### config.mk
export PLATFORM = sky130hd
export DESIGN_NAME = regfile_bank
export DESIGN_NICKNAME = d
export VERILOG_FILES = /design/src/rtl/regfile_bank_pkg.sv /design/src/rtl/regfile_clear_fsm.sv /design/src/rtl/regfile_bank.sv
export SDC_FILE = /design/constraint.sdc
export NUM_CORES = 2
export LEC_CHECK = 0
export ABC_AREA = 1
export ABC_CLOCK_PERIOD_IN_PS = 1850
export CAP_MARGIN = 10
export CORE_AREA = 5 5 410 412
export DETAILED_ROUTE_END_ITERATION = 8
export DIE_AREA = 0 0 415 417
export SYNTH_ARGS = -nofsm -noshare
export SYNTH_HDL_FRONTEND = slang
export SYNTH_HIERARCHICAL = 1
export SYNTH_SLANG_ARGS = --single-unit
### constraint.sdc
create_clock -name clk -period 1.85 [get_ports clk]
set_input_delay 0.37 -clock clk [delete_from_list [all_inputs] [get_ports clk]]
set_output_delay 0.37 -clock clk [all_outputs]
set_load 0.03 [all_outputs]
### src/rtl/regfile_bank_pkg.sv
// Shared constants and state encoding for the integer register bank.
// Used by regfile_bank and regfile_clear_fsm.
package regfile_bank_pkg;

    localparam int REGFILE_NUM_REGS = 32;
    localparam int REGFILE_ADDR_W   = 5;

    typedef enum logic {
        RF_IDLE  = 1'b0,
        RF_CLEAR = 1'b1
    } rf_state_e;

endpackage

### src/rtl/regfile_clear_fsm.sv
// Sequential bulk-clear engine: walks words 1..31, one word per cycle.
// Flags writes that arrive while a clear is running as dropped.
module regfile_clear_fsm
    import regfile_bank_pkg::*;
(
    input  logic                      clk,
    input  logic                      rst_n,
    input  logic                      clr_req,
    input  logic                      we,
    input  logic [REGFILE_ADDR_W-1:0] waddr,
    output logic                      busy,
    output logic                      wr_drop,
    output logic                      clr_we,
    output logic [REGFILE_ADDR_W-1:0] clr_addr
);

    localparam logic [REGFILE_ADDR_W-1:0] LAST_ADDR =
        REGFILE_ADDR_W'(REGFILE_NUM_REGS - 1);

    rf_state_e                 state_q;
    logic [REGFILE_ADDR_W-1:0] clr_cnt_q;
    logic                      busy_q;
    logic                      wr_drop_q;

    // State, clear pointer and registered status outputs
    always_ff @(posedge clk or negedge rst_n) begin
        if (!rst_n) begin
            state_q   <= RF_IDLE;
            clr_cnt_q <= '0;
            busy_q    <= 1'b0;
            wr_drop_q <= 1'b0;
        end else begin
            wr_drop_q <= (state_q == RF_CLEAR) && we && (waddr != '0);
            unique case (state_q)
                RF_IDLE: begin
                    if (clr_req) begin
                        state_q   <= RF_CLEAR;
                        clr_cnt_q <= REGFILE_ADDR_W'(1);
                        busy_q    <= 1'b1;
                    end
                end
                RF_CLEAR: begin
                    if (clr_cnt_q == LAST_ADDR) begin
                        state_q   <= RF_IDLE;
                        clr_cnt_q <= '0;
                        busy_q    <= 1'b0;
                    end else begin
                        clr_cnt_q <= clr_cnt_q + REGFILE_ADDR_W'(1);
                    end
                end
            endcase
        end
    end

    assign busy     = busy_q;
    assign wr_drop  = wr_drop_q;
    assign clr_we   = (state_q == RF_CLEAR);
    assign clr_addr = clr_cnt_q;

endmodule

### src/rtl/regfile_bank.sv
// 32 x WIDTH register storage with x0 hardwired to zero and bulk clear.
// Optional same-cycle write bypass on dout: REGFILE_WRITE_BYPASS_EN.
module regfile_bank
    import regfile_bank_pkg::*;
#(
    parameter int WIDTH    = 32,
    parameter int NUM_REGS = 32
) (
    input  logic                      clk,
    input  logic                      rst_n,
    input  logic                      we,
    input  logic [REGFILE_ADDR_W-1:0] waddr,
    input  logic [WIDTH-1:0]          wdata,
    input  logic                      clr_req,
    output logic                      busy,
    output logic                      wr_drop,
    output logic [WIDTH*32-1:0]       dout
);

    if (NUM_REGS != REGFILE_NUM_REGS) begin : g_bad_num_regs
        $error("regfile_bank: NUM_REGS must be 32");
    end

    logic                      clr_we;
    logic [REGFILE_ADDR_W-1:0] clr_addr;
    logic                      wr_en;

    regfile_clear_fsm u_clear_fsm (
        .clk      (clk),
        .rst_n    (rst_n),
        .clr_req  (clr_req),
        .we       (we),
        .waddr    (waddr),
        .busy     (busy),
        .wr_drop  (wr_drop),
        .clr_we   (clr_we),
        .clr_addr (clr_addr)
    );

    // Writes only land while idle; x0 is never written
    assign wr_en = we && (waddr != '0) && !busy;

    assign dout[WIDTH-1:0] = '0;

    for (genvar i = 1; i < REGFILE_NUM_REGS; i++) begin : g_word
        localparam logic [REGFILE_ADDR_W-1:0] ADDR = REGFILE_ADDR_W'(i);
        logic [WIDTH-1:0] word_q;

        // One storage word: clear engine wins, otherwise the write port
        always_ff @(posedge clk or negedge rst_n) begin
            if (!rst_n) begin
                word_q <= '0;
            end else if (clr_we && (clr_addr == ADDR)) begin
                word_q <= '0;
            end else if (wr_en && (waddr == ADDR)) begin
                word_q <= wdata;
            end
        end

`ifdef REGFILE_WRITE_BYPASS_EN
        assign dout[WIDTH*(i+1)-1 -: WIDTH] =
            (wr_en && (waddr == ADDR)) ? wdata : word_q;
`else
        assign dout[WIDTH*(i+1)-1 -: WIDTH] = word_q;
`endif
    end

endmodule

==> summary.txt <==
GRT
  • GR Overflow Total: 0
  • Met1 Use GR: 29.2%
  • First-pass GRT wire length: 299 mm
  • Grt met3 use: 5.69%
  • Largest net degree at the start of global routing: 95
  • Aggregate global-route resource usage: 23.7%
  • Gr busiest metal: met2
  • Antenna violations before repair: 15
  • Met2 usage: 38.6%
  • Number of global-route vias before repair: 38800

Floorplan
  • Die Ht: 417 µm
  • Initial Util: 25.9%
  • Chip width: 415 µm
  • Ports: 1067
  • Std-Cell Rows: 149
  • Core area: 164000 µm²
  • Die Footprint: 173000 µm²

Power and ir drop
  • Worst vdd ir: 0.856 mV
  • Sw Pwr: 36.6 mW
  • Leak: 32.6 nW
  • Sw frac: 43.1%
  • Sequential share of power: 36.8%
  • Overall power consumption: 84.8 mW
  • PD cells: 1490 nW/µm²
  • Comb power frac: 37.0%
  • Pint: 48.2 mW
  • Clock Power Share: 26.2%

STA
  • Final Hold Fails: 0
  • Final setup vio count: 0
  • Achievable Freq: 565 MHz
  • Clock Skews: 0.0465 ns
  • Final min period: 1.77 ns
  • Slew HR: 60.8%
  • Worst-Margin Slew: 0.588 ns
  • Slew Limit Fails: 0
  • Final period utilization: 95.6%

Drt
  • Final wirelength: 216 mm
  • Via-per-instance ratio: 5.05
  • Via Count: 41200
  • Post-route DRC: 0
  • DR WL/cell: 26.5 µm
  • DRT Pass-1 Iters: 9
  • Antenna Nets Post-Route: 0
  • Iter 0 DRT Violations: 5253

Clocking
  • CTS tree: yes
  • Clk slew on worst S/H paths: 0.06 ns
  • Htree depth: 3
  • CTS Buf Count: 110
  • Clock Latency Late Sink: 0.76 ns
  • Clock root buffer: clkbuf_16
  • Sink Count: 1000
  • Clk buf depth: 3

Synth
  • Sequential-to-total area share from yosys stat: 58.8%
  • #FFs+latches synth: 1000
  • Synth Cell Area: 42500 µm²
  • Syn Inst Count: 4958
  • Distinct cells, synth: 21
  • Avg Cell Area, Syn: 8.58 µm²
  • Yosys warns: 6

Place
  • Area after DPL: 57300 µm²
  • I/O Buffers: 1034
  • Final GP Congestion: 0.854
  • Placed wire-length estimate: 140 mm
  • Inst Count DP: 7942

Critical path
  • Crit end category: primary output
  • CP Buf/Inv Count: 1
  • Setup CP Type: reg2out
  • CP max-delay cell: dfrtp_1
  • Crit path max-delay family: flip-flops
  • CP arrival: 1.40 ns
  • CP max stage delay: 0.38 ns
  • Req. time, crit path: 1.48 ns
  • Critical-path cell list: clkdlybuf4s15_2
  • CP Max Fanout: 2
  • Startpoint types: flop

Finish
  • Nets: 5927
  • Post-route insts no fill: 8168
  • Area Growth Syn to Fin: 33.6%
  • Design Area, Final: 56800 µm²
  • Util after Layout: 34.7%
  • Layout cell share with drive strength beyond 1: 26.0%

Status
  • Status: completed

Min path
  • Hold Path Class: in2async

Run
  • MaxCap Viol Count: 0
[stage by stage]
stage	worst slack, ns	TNS (ns)	hold WS (ns)
after floorplan	0.129	0	0.0744
after global placement	-0.852	-593.75	0.266
after detailed placement	-0.902	-613.68	0.265
after CTS	-0.0186	-0.0186	0.00165
after global routing	-0.00189	-0.00189	0.0488
final	0.0806	0	0.0627
[cell usage after synthesis, drive strengths merged]
cell type | count | share of area (%)
nor2 | 388 | 3.6
buf | 159 | 1.9
o21ai | 34 | 0.41
conb | 1 | 0.0088
ha | 3 | 0.088
dfrtp | 1000 | 59
nand2 | 1181 | 10
clkbuf | 348 | 3.1
inv | 152 | 1.3
a22o | 2 | 0.047
o21bai | 1 | 0.018
a21oi | 3 | 0.035
nand3 | 1556 | 18
nand4 | 130 | 1.9
[worst paths after layout]
path / slack, ns / from / cells past startpoint / end
max: 0.08 / g_word[2].word_q[12]$_DFFE_PN0P_ / 1 / dout[76]
min: 0.06 / rst_n / 2 / g_word[3].word_q[19]$_DFFE_PN0P_
max reg2reg: 0.08 / u_clear_fsm/busy$_DFFE_PN0P_ / 10 / g_word[3].word_q[22]$_DFFE_PN0P_
min reg2reg: 0.49 / g_word[19].word_q[5]$_DFFE_PN0P_ / 2 / g_word[19].word_q[5]$_DFFE_PN0P_
max in group asynchronous: 0.80 / rst_n / 4 / g_word[12].word_q[26]$_DFFE_PN0P_
min in group clk: 0.09 / wdata[7] / 3 / g_word[13].word_q[7]$_DFFE_PN0P_
[power groups by stage]
stage / Combinational [mW] / Clock (mW) / Sequential [mW]
final: 31.4 / 22.3 / 31.2
after global routing: 33.3 / 23.5 / 31.7
after CTS: 31.6 / 22.6 / 31.1
after detailed placement: 36.6 / 0 / 31.6
after global placement: 36.2 / 0 / 31.4
after floorplan: 7.56 / 0 / 42.3
[per-layer routing]
layer  share of wire, %  vias up  wire [µm]
met5              0.012        -         27
met4                6.0        4      13100
met3                8.9      533      19200
met2                 47     2296     102000
met1                 38    20300      81800
li1                   -    18100          -
[area by class of cell]
cell class | instances | area [µm²]
Timing Repair Buffer | 1288 | 9580
Antenna cell | 4 | 10.0
Clock buffer | 165 | 3240
Tap cell | 2189 | 2740
Fill cell | 17100 | 107000
Clock inverter | 39 | 408
Multi-Input combinational cell | 3331 | 15300
Inverter | 152 | 571
Sequential cell | 1000 | 25000
[sequential cells by signal, summed over array words and instances (netlist names)]
name,flops
u_clear_fsm/wr_drop,1
u_clear_fsm/clr_addr,5
g_word.word_q,992
u_clear_fsm/clr_we,1
u_clear_fsm/busy,1
[logic make-up (layout without fill, tap and decap cells)]
family | Yosys count | after routing | share of synthesized area, %
simple gates | 3255 | 3256 | 34.2
flops | 1000 | 1000 | 58.8
fa+ha+maj | 3 | 3 | 0.0882
buf+inv | 659 | 1644 | 6.35
compound gates | 40 | 40 | 0.509
other cells | 1 | 36 | 0.00881
[layout by cell type, fill, tap and decap left out, types with 5 or more instances in the layout]
cell type / instances
nand3_1: 1548
nand2_1: 1145
dfrtp_1: 995
buf_2: 948
nor2_1: 350
buf_12: 151
inv_1: 145
nand4_1: 130
clkbuf_16: 116
buf_4: 99
clkdlybuf4s15_2: 65
o21ai_0: 33
conb_1: 32
nand2_2: 31
nor2_4: 28
clkbuf_1: 28
clkbuf_8: 26
clkinv_2: 21
nor2_2: 11
buf_6: 10
inv_2: 7
nand3_2: 7
nand2_4: 5
dfrtp_2: 5
[timing repair]
item                                    4_1_cts  5_1_grt
endpoints found under the hold margin       397        0
pin swaps                                     2        5
hold buffers                                  3        0
gates cloned                                  1        7
gates resized for setup                    4833       12
endpoints found under the setup margin     1218      386
setup buffers                                 4        3
Power figures use the tool's default switching activity.
